**config.mk**
```make
export PLATFORM = sky130hd
export DESIGN_NAME = alu_mc
export DESIGN_NICKNAME = d
export VERILOG_FILES = /design/src/rtl/alu_mc.sv
export SDC_FILE = /design/constraint.sdc
export NUM_CORES = 1
export LEC_CHECK = 0
export CORE_AREA = 2 2 125 127
export DETAILED_ROUTE_END_ITERATION = 8
export DIE_AREA = 0 0 127 129
export PLACE_DENSITY = 0.79
export SLEW_MARGIN = 20
export SYNTH_ARGS = -nofsm -noshare
export SYNTH_HDL_FRONTEND = slang
export SYNTH_SLANG_ARGS = --single-unit
```
**constraint.sdc**
```tcl
create_clock -name clk -period 3.4 [get_ports clk]
set_clock_uncertainty 0.1 [all_clocks]
set_input_delay 0.34 -clock clk [delete_from_list [all_inputs] [get_ports clk]]
set_output_delay 0.34 -clock clk [all_outputs]
set_load 0.005 [all_outputs]
```
**src/rtl/alu_mc.sv**
```systemverilog
// Multi-cycle ALU: single-cycle logic/arith ops plus optional iterative unsigned MULU/DIVU.
// Latency: 1 cycle for simple ops and DIVU by zero; WIDTH+1 cycles for MULU/DIVU.
// Backpressure: no queueing; start is only sampled in IDLE, busy is high while iterating.
//
// Ports:
//   clk, reset      : rising-edge clock, synchronous active-high reset
//   start, alufn    : operation request and 4-bit opcode, captured together in IDLE
//   ra, rb_or_imm   : operands A and B, captured with start
//   aluout, hi      : result low word / high word (product high or remainder), registered
//   zero            : (aluout == 0), registered with aluout
//   busy, done      : busy in RUN; done is a one-cycle pulse when results are valid
//
// Build option: define ALU_MC_MULDIV_EN to build the MULU/DIVU iteration datapath.
// Without it, opcodes 8/9 finish in one cycle with aluout = 0, hi = 0 and busy is tied low.

module alu_mc #(
   parameter int WIDTH = 32,
   parameter int CW    = $clog2(WIDTH + 1)
) (
   input  logic             clk,
   input  logic             reset,
   input  logic             start,
   input  logic [3:0]       alufn,
   input  logic [WIDTH-1:0] ra,
   input  logic [WIDTH-1:0] rb_or_imm,
   output logic [WIDTH-1:0] aluout,
   output logic [WIDTH-1:0] hi,
   output logic             zero,
   output logic             busy,
   output logic             done
);

   localparam logic [3:0] OP_ADD  = 4'd0;
   localparam logic [3:0] OP_SUB  = 4'd1;
   localparam logic [3:0] OP_AND  = 4'd2;
   localparam logic [3:0] OP_OR   = 4'd3;
   localparam logic [3:0] OP_XOR  = 4'd4;
   localparam logic [3:0] OP_SLT  = 4'd5;
   localparam logic [3:0] OP_SLTU = 4'd6;
   localparam logic [3:0] OP_NOR  = 4'd7;
   localparam logic [3:0] OP_MULU = 4'd8;
   localparam logic [3:0] OP_DIVU = 4'd9;

   typedef enum logic [1:0] {
      S_IDLE = 2'd0,
      S_RUN  = 2'd1,
      S_DONE = 2'd2
   } state_t;

   state_t state;
   state_t state_nxt;

   logic             accept;
   logic             long_op;
   logic [WIDTH-1:0] res_lo;
   logic [WIDTH-1:0] res_hi;

   assign accept = (state == S_IDLE) && start;

   // Result of every op that completes straight from IDLE (including DIVU by zero).
   always_comb begin
      res_lo = ra + rb_or_imm;
      res_hi = '0;
      case (alufn)
         OP_ADD:  res_lo = ra + rb_or_imm;
         OP_SUB:  res_lo = ra - rb_or_imm;
         OP_AND:  res_lo = ra & rb_or_imm;
         OP_OR:   res_lo = ra | rb_or_imm;
         OP_XOR:  res_lo = ra ^ rb_or_imm;
         OP_SLT:  res_lo = {{(WIDTH-1){1'b0}}, ($signed(ra) < $signed(rb_or_imm))};
         OP_SLTU: res_lo = {{(WIDTH-1){1'b0}}, (ra < rb_or_imm)};
         OP_NOR:  res_lo = ~(ra | rb_or_imm);
         OP_MULU: res_lo = '0;
         OP_DIVU: begin
`ifdef ALU_MC_MULDIV_EN
            // Only reached as a one-cycle op when the divisor is zero.
            res_lo = '1;
            res_hi = ra;
`else
            res_lo = '0;
`endif
         end
         default: res_lo = ra + rb_or_imm;   // reserved opcodes alias ADD
      endcase
   end

`ifdef ALU_MC_MULDIV_EN
   // Iteration state. acc is the product high half / partial remainder;
   // mq is the multiplier (shifted out as product low bits) / dividend (shifted
   // out as quotient bits); opd is the multiplicand or the divisor.
   logic             is_mul;
   logic [WIDTH-1:0] opd;
   logic [WIDTH-1:0] acc;
   logic [WIDTH-1:0] mq;
   logic [CW-1:0]    cnt;
   logic [WIDTH-1:0] acc_nxt;
   logic [WIDTH-1:0] mq_nxt;
   logic [WIDTH:0]   mul_sum;
   logic [WIDTH:0]   div_shift;
   logic [WIDTH:0]   div_diff;
   logic             run_last;

   assign long_op  = (alufn == OP_MULU) || ((alufn == OP_DIVU) && (rb_or_imm != '0));
   assign run_last = (state == S_RUN) && (cnt == CW'(1));

   always_comb begin
      acc_nxt   = acc;
      mq_nxt    = mq;
      mul_sum   = {1'b0, acc} + (mq[0] ? {1'b0, opd} : {(WIDTH+1){1'b0}});
      div_shift = {acc, mq[WIDTH-1]};
      div_diff  = div_shift - {1'b0, opd};
      if (is_mul) begin
         // Shift-add: add multiplicand on a 1 bit, then shift {acc, mq} right.
         acc_nxt = mul_sum[WIDTH:1];
         mq_nxt  = {mul_sum[0], mq[WIDTH-1:1]};
      end else if (div_diff[WIDTH]) begin
         // Borrow out: divisor does not fit, restore and shift in a 0.
         acc_nxt = div_shift[WIDTH-1:0];
         mq_nxt  = {mq[WIDTH-2:0], 1'b0};
      end else begin
         acc_nxt = div_diff[WIDTH-1:0];
         mq_nxt  = {mq[WIDTH-2:0], 1'b1};
      end
   end

   always_ff @(posedge clk) begin
      if (reset) begin
         is_mul <= 1'b0;
         opd    <= '0;
         acc    <= '0;
         mq     <= '0;
         cnt    <= '0;
      end else if (accept && long_op) begin
         is_mul <= (alufn == OP_MULU);
         acc    <= '0;
         cnt    <= CW'(WIDTH);
         if (alufn == OP_MULU) begin
            opd <= ra;
            mq  <= rb_or_imm;
         end else begin
            opd <= rb_or_imm;
            mq  <= ra;
         end
      end else if (state == S_RUN) begin
         acc <= acc_nxt;
         mq  <= mq_nxt;
         cnt <= cnt - CW'(1);
      end
   end

   assign busy = (state == S_RUN);
`else
   assign long_op = 1'b0;
   assign busy    = 1'b0;
`endif

   assign done = (state == S_DONE);

   always_comb begin
      state_nxt = state;
      case (state)
         S_IDLE: begin
            if (start) begin
               state_nxt = long_op ? S_RUN : S_DONE;
            end
         end
`ifdef ALU_MC_MULDIV_EN
         S_RUN: begin
            if (cnt == CW'(1)) begin
               state_nxt = S_DONE;
            end
         end
`endif
         S_DONE:  state_nxt = S_IDLE;
         default: state_nxt = S_IDLE;
      endcase
   end

   // Results are loaded on the edge that enters DONE, so they are valid while
   // done is high and then hold until the next completed operation.
   always_ff @(posedge clk) begin
      if (reset) begin
         state  <= S_IDLE;
         aluout <= '0;
         hi     <= '0;
         zero   <= 1'b1;
      end else begin
         state <= state_nxt;
         if (accept && !long_op) begin
            aluout <= res_lo;
            hi     <= res_hi;
            zero   <= (res_lo == '0);
         end
`ifdef ALU_MC_MULDIV_EN
         else if (run_last) begin
            aluout <= mq_nxt;
            hi     <= acc_nxt;
            zero   <= (mq_nxt == '0);
         end
`endif
      end
   end

endmodule

```
==> key figures <==
GRT
  – Antenna violations before repair: 1
  – Total overflow reported by the global router: 0
  – Number of global-route vias before repair: 10,200
  – Maximum number of pins on one net before global-route repair: 48
  – Overall global routing resource usage: 0.420
  – Wire length of the first global-routing pass: 54,900 um

Outcome
  – Run status: finished with violations
  – Violated checks: setup timing

Synth
  – Leading area contributor after synthesis: sky130_fd_sc_hd__ha_1
  – Post-Synthesis Mean Instance Area: 6.85 sq um
  – Count of distinct cell types in the synthesized netlist: 89
  – Post-synthesis register bit count: 34
  – Number of enable flip-flop cells after synthesis: 0
  – Cell types occupying the most area after synthesis: sky130_fd_sc_hd__ha_1 (16%), sky130_fd_sc_hd__dfxtp_1 (9.2%), sky130_fd_sc_hd__a21oi_1 (6.7%)
  – Most instantiated library cell after synthesis: sky130_fd_sc_hd__nor2_1
  – Register area share after synthesis: 0.0917
  – Synth Instances: 1,084
  – Netlist Area Pre-Place: 7420 sq um
  – Dominant register cell in the synthesized netlist: sky130_fd_sc_hd__dfxtp_1
  – Yosys warnings: 0
  – Share of flip-flops with an asynchronous set or reset after synthesis: 0
  – Leading post-synthesis cells by instance count: sky130_fd_sc_hd__nor2_1 (120), sky130_fd_sc_hd__a21oi_1 (100), sky130_fd_sc_hd__inv_1 (100)
  – Area fraction of the dominant cell type after synthesis: 0.162

Detailed routing
  – Vias post-DR: 10,900
  – Number of design-rule violations left by the first detailed-router iteration: 1,841
  – Final Routed Wirelength: 38,100 um
  – Number of antenna-violating nets in the routed design: 0
  – Post-detailed-route wirelength per cell: 22.4 um
  – Drt first pass iters: 8
  – Via-per-instance ratio: 6.42
  – Number of remaining DRC errors: 0

Worst setup path
  – Type of element capturing the critical path: register
  – WP buf/inv: 2
  – Critical path peak fanout: 11
  – Number of stages on the worst setup path: 14
  – Crit path launch type: primary input
  – Cell mode on critical path: sky130_fd_sc_hd__nand4_1
  – CP max stage cell: sky130_fd_sc_hd__a32oi_1
  – Worst-path cell chain: dlygate4sd2_1 -> buf_4 -> nand2b_1 -> nor3_1 -> a32oi_1 -> nand2_1 -> nor4_2 -> nand4_1 -> a2111oi_4 -> and4_1 -> and4b_1 -> nand4_1 -> or4_4 -> o41ai_2
  – Required time at the worst-slack endpoint: 3.49 ns
  – Critical path class: in -> reg
  – Number of cells traversed by the worst register-to-register path: 11
  – Worst setup slack for register-to-register paths: -0.08 ns
  – Cell class contributing the biggest share of worst-path delay: simple AND/OR/NAND/NOR gates
  – Data arrival, critical path: 4.06 ns
  – Stage delay of the slowest cell on the critical path: 0.57 ns

Clock network
  – Depth of the CTS H-tree: 2
  – Number of buffers added to fix hold violations after cts: 0
  – Total CTS buffers: 5
  – CTS tree: yes
  – Clock tree sinks: 34
  – Root buffer cell: sky130_fd_sc_hd__clkbuf_16
  – CTS max path bufs: 2
  – Insertion delay of the later-clocked pin in the worst-skew pair: 0.28 ns
  – Clock slew at reported path FFs: 0.05 ns

Final layout
  – Final design instance area without fill: 12,500 sq um
  – Area overhead of the layout relative to synthesis: 68.4%
  – Number of nets in the finished design: 1,680
  – Filler Cells Inserted: 945
  – Share of post-route cells with drive strength above 1: 0.410

Timing
  – Final-report setup violation count: 10
  – Max Clock Freq: 0.252 GHz
  – Slew HR: 0.438
  – Final number of hold-violating endpoints: 0
  – Period utilisation layout: 1.17
  – Final setup margin: -0.575 ns
  – Measured slew at the worst slew-check pin: 0.838 ns
  – Minimum period implied by the final worst setup slack: 3.98 ns
  – Sum of negative setup slack: -1.56 ns
  – Number of slew-limit violations in the final report: 0
  – Setup repair after global routing missed its margin: yes
  – Hold Worst Slack: 0.391 ns

Die
  – Die outline height: 129 um
  – Floorplan die width: 127 um
  – Die footprint: 16,400 sq um
  – Effective utilization at floorplan: 0.495
  – Std-Cell Rows: 45
  – Core Box Area: 15,000 sq um
  – Number of top-level pins: 138

Min path
  – Worst hold-check path type: reg -> reg
  – Number of instances on the worst hold path: 2

Pwr
  – Post-layout power: 3.31 mW
  – Peak supply drop: 0.000303 V
  – Power per Cell Area: 265 nW/um^2
  – Leak: 5.72 nW

Flow run
  – Number of maximum-capacitance constraint violations: 0

Placed design
  – Gp weighted congestion: 1.04
  – Count of input and output buffers: 104
  – Half-perimeter wire length after placement: 25,400 um
  – Cell area after placement: 10,800 sq um
state kept, by name, summed over array words and instances (netlist names):
signal	flops
aluout	32
state	1
zero	1
through the flow:
step,instances,util,setup WS (ns)
5_1_grt,1699,0.834,-0.721
4_1_cts,1679,0.783,-0.460
6_report,1700,0.834,-0.575
3_3_place_gp,1633,0.718,-1.30
2_1_floorplan,1116,-,-0.185
3_5_place_dp,1633,0.718,-1.36
repair_timing:
action / in CTS / in global routing
resized for setup: 195 / 150
pin swaps: 64 / 70
endpoints found under the setup margin: 17 / 13
setup buffers: 40 / 22
path summary, 6_finish.rpt:
kind,from,end
setup / recovery,alufn[3],zero
hold / removal,aluout[12],aluout[12]
setup reg to reg,state[1],zero
hold reg to reg,aluout[12],aluout[12]
tightest hold or removal path, stage by stage, from the launching register on:
cell,delay [ns]
sky130_fd_sc_hd__dfxtp_1,0.32
sky130_fd_sc_hd__nand2_1,0.06
sky130_fd_sc_hd__a21oi_1,0.06
final cells by class:
class,count,area (sq um),share of cell area
clock inverters,1,30.0,0.00240
repair buffers,491,4020,0.322
inverters,102,398,0.0318
diodes,1,2.50,0.000200
clock buffers,6,139,0.0111
flip-flops and latches,34,681,0.0545
multi-input cells,877,6980,0.559
well taps,188,235,0.0188
cells by family (layout without fill, tap and decap cells):
logic type,count (synthesis),after routing,share of synthesized area
compound gates,369,369,0.346
xor+xnor,35,35,0.0413
fa+ha+maj,98,98,0.167
buf+inv,205,600,0.127
flops,34,34,0.0917
mux,7,7,0.00995
other cells,1,34,0.000505
simple gates,335,335,0.216
power by group:
part / switching, mW / internal, mW
logic: 1.21 / 1.11
clock network: 0.160 / 0.361
registers: 0.0265 / 0.437
total: 1.40 / 1.91
placed cells by master, fill, tap and decap left out, types with 7 or more instances in the layout:
cell type                         netlist  layout
sky130_fd_sc_hd__ha_1                  96      64
sky130_fd_sc_hd__a21o_1                 9       9
sky130_fd_sc_hd__nor4_1                10       7
sky130_fd_sc_hd__a21oi_2                2      22
sky130_fd_sc_hd__inv_1                100      61
sky130_fd_sc_hd__o211ai_1              17      17
sky130_fd_sc_hd__clkdlybuf4s50_1        0      63
sky130_fd_sc_hd__inv_2                  2      38
sky130_fd_sc_hd__a22o_1                12      12
sky130_fd_sc_hd__a31oi_1               11       9
sky130_fd_sc_hd__a21oi_1              100      76
sky130_fd_sc_hd__nand3_1               22      18
sky130_fd_sc_hd__conb_1                 1      33
sky130_fd_sc_hd__xnor2_1               26      26
sky130_fd_sc_hd__o21ai_2                1       7
sky130_fd_sc_hd__dlygate4sd2_1          0      11
sky130_fd_sc_hd__a221oi_1              10       7
sky130_fd_sc_hd__a22oi_1               12      11
sky130_fd_sc_hd__o22ai_1               13      11
sky130_fd_sc_hd__o21a_1                 7       7
sky130_fd_sc_hd__buf_6                  2      21
sky130_fd_sc_hd__dlymetal6s2s_1         0      12
sky130_fd_sc_hd__a211oi_2               0      10
sky130_fd_sc_hd__nand2b_1              22      22
sky130_fd_sc_hd__xor2_1                 9       9
sky130_fd_sc_hd__ha_4                   0      28
sky130_fd_sc_hd__buf_4                 37     370
sky130_fd_sc_hd__dfxtp_1               34      34
sky130_fd_sc_hd__nand4_1               11      11
sky130_fd_sc_hd__nor2b_1               16      12
sky130_fd_sc_hd__o21bai_1              12       7
sky130_fd_sc_hd__nand2_1               78      74
sky130_fd_sc_hd__nor3_1                19      15
sky130_fd_sc_hd__nor2_1               120     112
sky130_fd_sc_hd__a211oi_1              34      22
sky130_fd_sc_hd__o21ai_0               44      33
metal layers:
layer,up-vias,track usage,routed length (um)
li1,4687,-,-
met1,4986,0.529,14300
met2,973,0.685,16700
met3,271,0.0919,4630
met4,0,0.200,2540
met5,-,0,0
Note: power is estimated with default switching activity, not from simulation.
==> patch (same settings) <==
The parameter `WIDTH` goes from 32 to 16.
--- a/src/rtl/alu_mc.sv
+++ b/src/rtl/alu_mc.sv
@@ -16,3 +16,3 @@
 module alu_mc #(
-   parameter int WIDTH = 32,
+   parameter int WIDTH = 16,
    parameter int CW    = $clog2(WIDTH + 1)
Ports: changed (resized aluout, hi, ra and rb_or_imm); port bits go from 138 to 74. The function was not compared with the original's and may differ.
==> patch against the original RTL <==
- the flow finishes with violations (design-rule violations)
- non-clock buffer count is 283 lower
- fmax is 20% higher
- area after synthesis is 52% lower
- die area stayed put
- sequential cell count is 16 lower
- register-to-register slack better by 0.96 ns
- power is 57% lower
- final area is 53% lower
- routed wire length is 65% lower
- worst setup slack better by 0.66 ns
- critical endpoint unchanged
- highest routed layer unchanged
==> patch: results <==
[run_status]
status = complete, but fails checks
violations = design-rule violations

[pwr]
p_leak_nw = 2.572
ir_worst_vdd_mv = 0.1422

[logic_synthesis]
synth.area.mux_share = 0.002819
ys_types = 68
ys_top_cells_by_area = ha_1 17%, dfxtp_1 10%, nor2_1 5.6%, inv_1 5.2%, a21oi_1 4.2%
synth_seq_area_share = 0.1015
post_synth_fa_ha_maj_area_fraction = 0.1804
synth_compound_area_frac = 0.3337
synthTopCellsByCount = 53 x nor2_1, 49 x inv_1, 48 x ha_1

[final_layout]
nNetsFinal = 771
layout-drive-gt1-share = 0.3333
diodes = 0
reg_top3 = aluout x16, state x1, zero x1

[routing]
met2_length_um = 6089
wl_met3_um = 1156
drc_errors = 1
drtPass1Iterations = 9
first_iter_violations = 350

[hold_path]
min_from = aluout[1]
holdPathEnd = aluout[1]

[timing]
setup_viol = 0

[clock_network]
htree_levels = 1
clock_latency_ns = 0.25
cts_inserted_buffers = 3

[grt]
grtUsageMet3 = 0.02703
grt_use_total = 0.1514
antenna_found_initial = 0

[place]
portBuffers = 56
postPlaceCellArea_um2 = 5202
post-place-cells = 848
## patch: cell types whose count changed in the layout (fill, tap and decap cells not counted), sizes merged, moves of 18 or more
| cell | delta |
|---|---|
| a21oi | -73 |
| buf | -247 |
| nand2 | -56 |
| xnor2 | -18 |
| nand3 | -18 |
| o21ai | -24 |
| inv | -53 |
| ha | -48 |
| nor2 | -66 |
## patch: area by class of cell
| cell class | instances | area (µm²) |
|---|---|---|
| inverter | 49 | 183.9 |
| tap | 188 | 235.2 |
| clock buffer | 4 | 88.84 |
| sequential | 18 | 360.3 |
| multi-input combinational | 402 | 3258 |
| timing repair buffer | 208 | 1715 |
| fill | 1450 | 9135 |
## patch: power by group through the flow
stage / clock (mW) / combinational (mW) / sequential, mW
floorplan: 0 / 0.399 / 0.246
global placement: 0 / 0.765 / 0.244
detailed placement: 0 / 0.775 / 0.245
CTS: 0.259 / 0.818 / 0.240
global route: 0.265 / 0.995 / 0.242
finish: 0.253 / 0.925 / 0.240
